### src/rtl/common_pkg.sv
// common_pkg: shared SID register-map constants and scheduler types.
package common_pkg;
  localparam int SID_ADDR_REG_WIDTH = 5;
  localparam int SID_NUM_REGS = 25;
  typedef enum logic {IDLE, CLEAR} clr_state_e;
endpackage

### src/rtl/sync_fifo.sv
// sync_fifo: single-clock FIFO with valid/ready push, pop strobe and head output.
module sync_fifo #(
  parameter int W = 8,
  parameter int DEPTH = 4
) (
  input  logic         clk_i,
  input  logic         rst_i,
  input  logic         push_valid_i,
  output logic         push_ready_o,
  input  logic [W-1:0] push_data_i,
  input  logic         pop_i,
  output logic [W-1:0] head_o,
  output logic         empty_o
);
  localparam int AW = $clog2(DEPTH);
  logic [W-1:0] mem_q [DEPTH];
  logic [AW:0] wr_q, rd_q;
  logic push, pop;
  assign empty_o = wr_q == rd_q;
  assign push_ready_o = (wr_q - rd_q) != (AW+1)'(DEPTH);
  assign head_o = mem_q[rd_q[AW-1:0]];
  assign push = push_valid_i & push_ready_o;
  assign pop = pop_i & ~empty_o;
  always_ff @(posedge clk_i) begin
    if (rst_i) begin
      wr_q <= '0;
      rd_q <= '0;
    end else begin
      wr_q <= wr_q + (AW+1)'(push);
      rd_q <= rd_q + (AW+1)'(pop);
    end
  end
  always_ff @(posedge clk_i)
    if (push) mem_q[wr_q[AW-1:0]] <= push_data_i;
endmodule

### src/rtl/sid_write_sched.sv
// sid_write_sched: arbitrates CPU writes, register-clear sequence and host FIFO onto the SID write port.
module sid_write_sched
  import common_pkg::*;
#(
  parameter int HOST_FIFO_DEPTH = 4
) (
  input  logic                          sys_clock_i,
  input  logic                          reset_i,
  input  logic                          clk1_en_i,
  input  logic                          cpu_wr_i,
  input  logic [SID_ADDR_REG_WIDTH-1:0] cpu_addr_i,
  input  logic [7:0]                    cpu_data_i,
  input  logic                          host_valid_i,
  output logic                          host_ready_o,
  input  logic [SID_ADDR_REG_WIDTH-1:0] host_addr_i,
  input  logic [7:0]                    host_data_i,
  input  logic                          clear_req_i,
  output logic                          sid_we_o,
  output logic [SID_ADDR_REG_WIDTH-1:0] sid_addr_o,
  output logic [7:0]                    sid_data_o,
  output logic                          clearing_o,
  output logic                          cpu_overrun_o
);
  localparam int AW = SID_ADDR_REG_WIDTH;
  clr_state_e state_q;
  logic [AW-1:0] idx_q, cpu_addr_q;
  logic [7:0] cpu_data_q;
  logic cpu_pend_q, overrun_q;
  logic [AW+7:0] head;
  logic fifo_empty, cpu_go, clr_go, host_go;
  sync_fifo #(.W(AW + 8), .DEPTH(HOST_FIFO_DEPTH)) u_host_fifo (
    .clk_i        (sys_clock_i),
    .rst_i        (reset_i),
    .push_valid_i (host_valid_i),
    .push_ready_o (host_ready_o),
    .push_data_i  ({host_addr_i, host_data_i}),
    .pop_i        (host_go),
    .head_o       (head),
    .empty_o      (fifo_empty)
  );
  // Fixed priority per slot: pending CPU, then clear, then host FIFO head.
  assign cpu_go = clk1_en_i & cpu_pend_q;
  assign clr_go = clk1_en_i & ~cpu_pend_q & (state_q == CLEAR);
  assign host_go = clk1_en_i & ~cpu_pend_q & (state_q != CLEAR) & ~fifo_empty;
  always_comb begin
    sid_we_o = cpu_go | clr_go | host_go;
    sid_addr_o = cpu_go ? cpu_addr_q : clr_go ? idx_q : host_go ? head[AW+7:8] : '0;
    sid_data_o = cpu_go ? cpu_data_q : host_go ? head[7:0] : '0;
  end
  assign clearing_o = state_q == CLEAR;
  assign cpu_overrun_o = overrun_q;
  always_ff @(posedge sys_clock_i) begin
    if (reset_i || clear_req_i) begin
      state_q <= CLEAR;
      idx_q <= '0;
    end else if (clr_go) begin
      state_q <= (idx_q == AW'(SID_NUM_REGS - 1)) ? IDLE : CLEAR;
      idx_q <= idx_q + 1'b1;
    end
  end
  always_ff @(posedge sys_clock_i) begin
    if (reset_i) begin
      cpu_pend_q <= 1'b0;
      overrun_q <= 1'b0;
      cpu_addr_q <= '0;
      cpu_data_q <= '0;
    end else if (cpu_wr_i) begin
      cpu_pend_q <= 1'b1;
      overrun_q <= overrun_q | (cpu_pend_q & ~cpu_go);
      cpu_addr_q <= cpu_addr_i;
      cpu_data_q <= cpu_data_i;
    end else if (cpu_go) begin
      cpu_pend_q <= 1'b0;
    end
  end
endmodule

### config.mk
export PLATFORM = sky130hd
export DESIGN_NAME = sid_write_sched
export DESIGN_NICKNAME = d
export VERILOG_FILES = /design/src/rtl/common_pkg.sv /design/src/rtl/sync_fifo.sv /design/src/rtl/sid_write_sched.sv
export SDC_FILE = /design/constraint.sdc
export NUM_CORES = 1
export LEC_CHECK = 0
export ABC_CLOCK_PERIOD_IN_PS = 3300
export BUFFER_PORTS_ARGS = -buffer_cell sky130_fd_sc_hd__buf_2
export CORE_MARGIN = 4
export CORE_UTILIZATION = 55
export DETAILED_ROUTE_END_ITERATION = 16
export PLACE_DENSITY = 0.74
export REMOVE_ABC_BUFFERS = 1
export SETUP_SLACK_MARGIN = 0.05
export SLEW_MARGIN = 0
export SYNTH_ARGS = -nofsm -noshare
export SYNTH_HDL_FRONTEND = slang
export SYNTH_HIERARCHICAL = 1
export SYNTH_SLANG_ARGS = --single-unit
### constraint.sdc
create_clock -name sys_clock_i -period 3.3 [get_ports sys_clock_i]
set_clock_uncertainty 0.2 [all_clocks]
set_input_delay 0.66 -clock sys_clock_i [delete_from_list [all_inputs] [get_ports sys_clock_i]]
set_output_delay 0.66 -clock sys_clock_i [all_outputs]
set_load 0.01 [all_outputs]
# After elaboration in Yosys (flattened, before gate mapping)
# Memory sizes are Yosys's and may differ from the RTL's. A register that Yosys moved wholly into a read port is not among the register bits.
# Cells that the tools add are included.
# Widths: inputs -> output; s select.
[totals] reg_bits=27 latchBits=0 ramBits=52 rom_bits=0 elab_cells=44 memories=1
[classes] n_addsub=4 mul=0 n_div=0 n_lt_le_gt_ge=0 eq_ne=3 n_shift=0 n_mux=11 n_bitwise=15 reduce_logical=2
[memory_table] name="u_host_fifo.mem_q" depth=4 word_bits=13 rd=1 rd_ports_with_merged_regs=1 write_ports=1 line_no="sync_fifo.sv:16" text="logic [W-1:0] mem_q [DEPTH];"
[op_table] operator="$mux 8" n=2
[op_table] operator="$mux 5" n=3
[op_table] operator="$and 1x1->1" n=8
[op_table] operator="$add 3x1->3" n=2
[op_table] operator="$add 5x1->5 const B" n=1
[op_table] operator="$eq 5x5->1 const B" n=1
[op_table] operator="$mux 1" n=5
[op_table] operator="$not 1->1" n=4
[op_table] operator="$eq 3x3->1" n=1
[op_table] operator="$ne 3x3->1 const B" n=1
[op_table] operator="$or 1x1->1" n=3
[op_table] operator="$sub 3x3->3" n=1
[op_table] operator="$mux 2" n=1
[op_table] operator="$reduce_bool 2->1" n=1
[op_table] operator="$logic_or 1x1->1" n=1

# Depth between registers and ports, before layout
[depth] ltp_word=7 ltp_mapped=11 depth_no_buf=9

# By module
# Netlist, hierarchy kept.
[modules_own_cells] mod="sync_fifo" n_inst=1 cells_per_inst=105 area_each_um2=2270.9 seq_area_each_um2=1681.6
[modules_own_cells] mod="sid_write_sched" n_inst=1 cells_per_inst=116 area_each_um2=1081.0 seq_area_each_um2=420.4

# Least setup slack after synthesis
# Ideal clock, no wire load.
[synth_timing] kind="register -> output" start="register u_host_fifo.rd_q[1]" end="output sid_addr_o[2]" arrival_ns=1.924 t_required_ns=2.440 slack_ns=0.516 stages_incl_launch_ff=9 path_buffers=2 path_cell_list="dfxtp_1 > buf_2 > inv_1 > ha_1 > and3_2 > nor4b_4 > buf_6 > nand2_1 > a31oi_1"
[synth_between] elab_chain_cells=6
[synth_lines] element="start: declaration" line_no="sync_fifo.sv:17" text="logic [AW:0] wr_q, rd_q;"
[synth_lines] element="start signal: assignment" line_no="sync_fifo.sv:30" text="rd_q <= rd_q + (AW+1)'(pop);"
[synth_lines] element="$eq 3x3->1" line_no="sync_fifo.sv:19" text="assign empty_o = wr_q == rd_q;"
[synth_lines] element="named net fifo_empty" line_no="sid_write_sched.sv:30" text="logic fifo_empty, cpu_go, clr_go, host_go;"
[synth_lines] element="$not 1->1" line_no="sid_write_sched.sv:44" text="assign host_go = clk1_en_i & ~cpu_pend_q & (state_q != CLEAR) & ~fifo_empty;"
[synth_lines] element="$and 1x1->1" line_no="sid_write_sched.sv:44"
[synth_lines] element="named net host_go" line_no="sid_write_sched.sv:30"
[synth_lines] element="$mux 5 (3 in series)" line_no="sid_write_sched.sv:47" text="sid_addr_o = cpu_go ? cpu_addr_q : clr_go ? idx_q : host_go ? head[AW+7:8] : '0;"
[synth_lines] element="end: declaration" line_no="sid_write_sched.sv:19" text="output logic [SID_ADDR_REG_WIDTH-1:0] sid_addr_o,"
# The timed path passes the listed nets, and every way through them passes these cells.

# Worst setup path after layout
[layout_timing] start="register u_host_fifo.wr_q[0]" end="output sid_addr_o[2]"
[layout_between] elab_chain_cells=6
[layout_lines] element="start: declaration" line_no="sync_fifo.sv:17"
[layout_lines] element="start signal: assignment" line_no="sync_fifo.sv:29" text="wr_q <= wr_q + (AW+1)'(push);"
[layout_lines] element="$eq 3x3->1" line_no="sync_fifo.sv:19"
[layout_lines] element="named net fifo_empty" line_no="sid_write_sched.sv:30"
[layout_lines] element="$not 1->1" line_no="sid_write_sched.sv:44"
[layout_lines] element="$and 1x1->1" line_no="sid_write_sched.sv:44"
[layout_lines] element="$mux 5 (3 in series)" line_no="sid_write_sched.sv:47"
# The timed path passes the listed nets, and every way through them passes these cells.

==> results_dict.tcl <==
set metrics [dict create \
    place_inst 340 \
    via_count 2008 \
    path_class "flop to output port" \
    ys_ff_latch 79 \
    drive_gt1_share_pct 30.2 \
    overflow 0 \
    initial_core_util_pct 56.6 \
    synth_area_leaders "edfxtp_1 (47%), dfxtp_1 (16%), mux4_1 (5.5%)" \
    met1_usage_pct 22.9 \
    cts_buffers 9 \
    globalplace.congestion 0.842 \
    yosys_warnings 6 \
    arrival_ps 2230 \
    slew_viol_final 0 \
    grt_pass1_vias 1948 \
    combPwrFrac_pct 7.1 \
    cp-end-kind "output port" \
    clock_path_buffers 2 \
    grt_pass1_wl_um 9690 \
    fp-row-count 28 \
    max_cap_violations 0 \
    vdd_ir_drop_max_v 0.000311 \
    vias_per_cell 5.64 \
    p_seq_share_pct 54.2 \
    synth.distinct_cells 37 \
    crit_fanout 10 \
    sw_frac_of_total_pct 22.4 \
    clockPowerShare_pct 38.7 \
    rr_startpoint "u_host_fifo/wr_q[0]" \
    clkTransAtPathRegs_ps 80 \
    crit_required_ps 2440 \
    antenna_left 0 \
    worst_path_max_delay_cell "dfxtp_1" \
    cts_setup_buffers 0 \
    reg2regPathDepth 8 \
    hold_start "cpu_overrun_o" \
    diodes 0 \
    cts-root-buf "clkbuf_8" \
    pwr_density_cell_nw_per_um2 531 \
    critical_path.endpoint "sid_addr_o[2]" \
    syn_avg_cell_area_um2 15.2 \
    cp-start-kind "flop" \
    layoutNonFillerInstCount 356 \
    antenna_found_initial 0 \
    fmax_mhz 324 \
    synth_area_um2 3350 \
    io-pin-count 49 \
    nNetsFinal 316 \
    nFillCells 434 \
    p_sw_uw 463 \
    r2r_slack_ps 1010 \
    firstDrtPassIters 4 \
    top_usage_layer "met2" \
    max_slew_margin_pct 68.7 \
    die-height_um 86.1 \
    crit_chain "inv_1, ha_2, and3_2, nor4b_4, buf_4, nand2_1, a31oi_1, buf_2" \
    wl_per_cell_um 17.4 \
    grt_start_max_net_pins 26 \
    hold_violations 0 \
    final.period_utilization_pct 93.5 \
    hpwlAfterDp_um 4270 \
    whs_ps 300 \
    clock-sinks 79 \
    hold_path.class "flop to flop" \
    status "finished clean" \
    synthCells 221 \
    setup_viol 0 \
    grt.met3_usage_pct 5.57 \
    groute.usage.overall_pct 17.8 \
    port_buffers 48 \
    p_int_uw 1600 \
    die_x_um 86.1 \
    htree_levels 3 \
    synth_top_area_share_pct 46.6 \
    grt_setup_unrepaired "false" \
    worstSkewPairLatency_ps 340 \
    tns_ps 0 \
    tightest_slew_ps 469 \
    drt_iter0_markers 86 \
    routed_wl_um 6190 \
    drcViolationCount 0 \
    synth_top_area_cell "edfxtp_1" \
    crit_start "u_host_fifo/wr_q[0]" \
    synth_seq_area_share_pct 62.7 \
    gr-usage-met2_pct 28.4 \
    p_leak_uw 0.00152 \
    r2r-end "u_host_fifo/rd_q[1]" \
    cts_tree "built" \
    die_area_um2 7410 \
    area_growth_pct 16.0 \
    cp_slowest_stage_delay_ps 400 \
    coreArea_um2 5920 \
    post-route-min-period_ps 3090 \
    utilization_pct 65.7 \
]
## synthesized netlist by cell type, drive strengths merged
cell / n
edfxtp: 52
nand4b: 3
mux4: 13
xor2: 1
or3b: 1
and2b: 1
buf: 9
inv: 6
a311oi: 1
a22o: 8
xnor2: 5
nor2: 25
a21oi: 1
ha: 8
nand3b: 1
nand2: 6
and2: 1
nor2b: 6
clkbuf: 2
nor4b: 1
nor3: 3
or3: 3
and3: 1
or2b: 1
dfxtp: 27
a221oi: 4
nand3: 3
a21boi: 2
mux2i: 14
a31oi: 5
o21ai: 7
## how the worst min path moves through the flow
stage | end | cells past startpoint
finish | cpu_overrun_o | 2
global route | u_host_fifo/mem_q[1][4] | 1
CTS | cpu_overrun_o | 2
detailed placement | cpu_overrun_o | 2
global placement | cpu_overrun_o | 2
floorplan | cpu_addr_q[0] | 2
## critical path, delay by kind of cell, from the launching register on
family,cells,cell delay [ps]
flip-flops,1,400
AO/OA/AOI/OAI,1,170
AND/OR/NAND/NOR,3,540
adder cells (fa/ha/maj),1,340
buffers and inverters,3,450
## power by group through the flow
stage / Sequential [µW] / Clock, µW / Combinational [µW]
floorplan: 1140 / 0 / 80.9
global placement: 1140 / 0 / 144
detailed placement: 1140 / 0 / 148
CTS: 1120 / 818 / 149
global route: 1120 / 873 / 163
finish: 1120 / 799 / 147
## registers in the layout, summed over array words and instances (netlist names)
register,count
cpu_data_q,8
clearing_o,1
u_host_fifo/rd_q,3
u_host_fifo/wr_q,3
u_host_fifo/mem_q,52
cpu_pend_q,1
cpu_overrun_o,1
idx_q,5
cpu_addr_q,5
## kinds of logic after synthesis
logic type | share of synthesized area, %
and+or+nand+nor | 9.41
muxes | 13.7
AOI/OAI and AO/OA | 6.16
adders and majority gates | 2.99
DFF | 62.7
buffers and inverters | 3.02
xor gates and xnor gates | 2.02
## metal layers
metal,share of wire (%),up-vias
met5,0,-
met4,1.4,0
met3,5.5,7
met2,49,55
met1,44,985
li1,-,961
## what timing repair did
action                     CTS  global route
resized for setup            0             1
setup endpoints to repair    0             1
hold buffers                 0             0
## placed cells by master, fill, tap and decap left out, types with 4 or more instances in the layout
cell and instances:
edfxtp_1 52, buf_2 48, dfxtp_1 27, nor2_1 25, mux2i_1 14, clkbuf_8 9
a22o_1 8, o21ai_0 7, ha_1 7, buf_4 7, mux4_1 7, inv_1 6
nand2_1 6, mux4_2 6, nor2b_1 6, a31oi_1 5, a221oi_1 4
## per-stage QoR
| stage | cell area, µm² | power (µW) | worst slack (ps) |
|---|---|---|---|
| after floorplan | 3270 | 1220 | 285 |
| after global placement | 3660 | 1280 | 570 |
| after detailed placement | 3660 | 1290 | 521 |
| after CTS | 3880 | 2090 | 142 |
| after global routing | 3890 | 2160 | 50.8 |
| final | 3890 | 2070 | 214 |
## area by class of cell
class	count	area [µm²]	share of cell area, %
Clock buffer	9	124	3.19
Clock inverter	7	101	2.61
Inverter	6	22.5	0.579
Multi-Input combinational cell	125	1150	29.6
Sequential cell	79	2100	54.1
Tap cell	75	93.8	2.41
Timing Repair Buffer	55	293	7.53
Power figures use the tool's default switching activity.
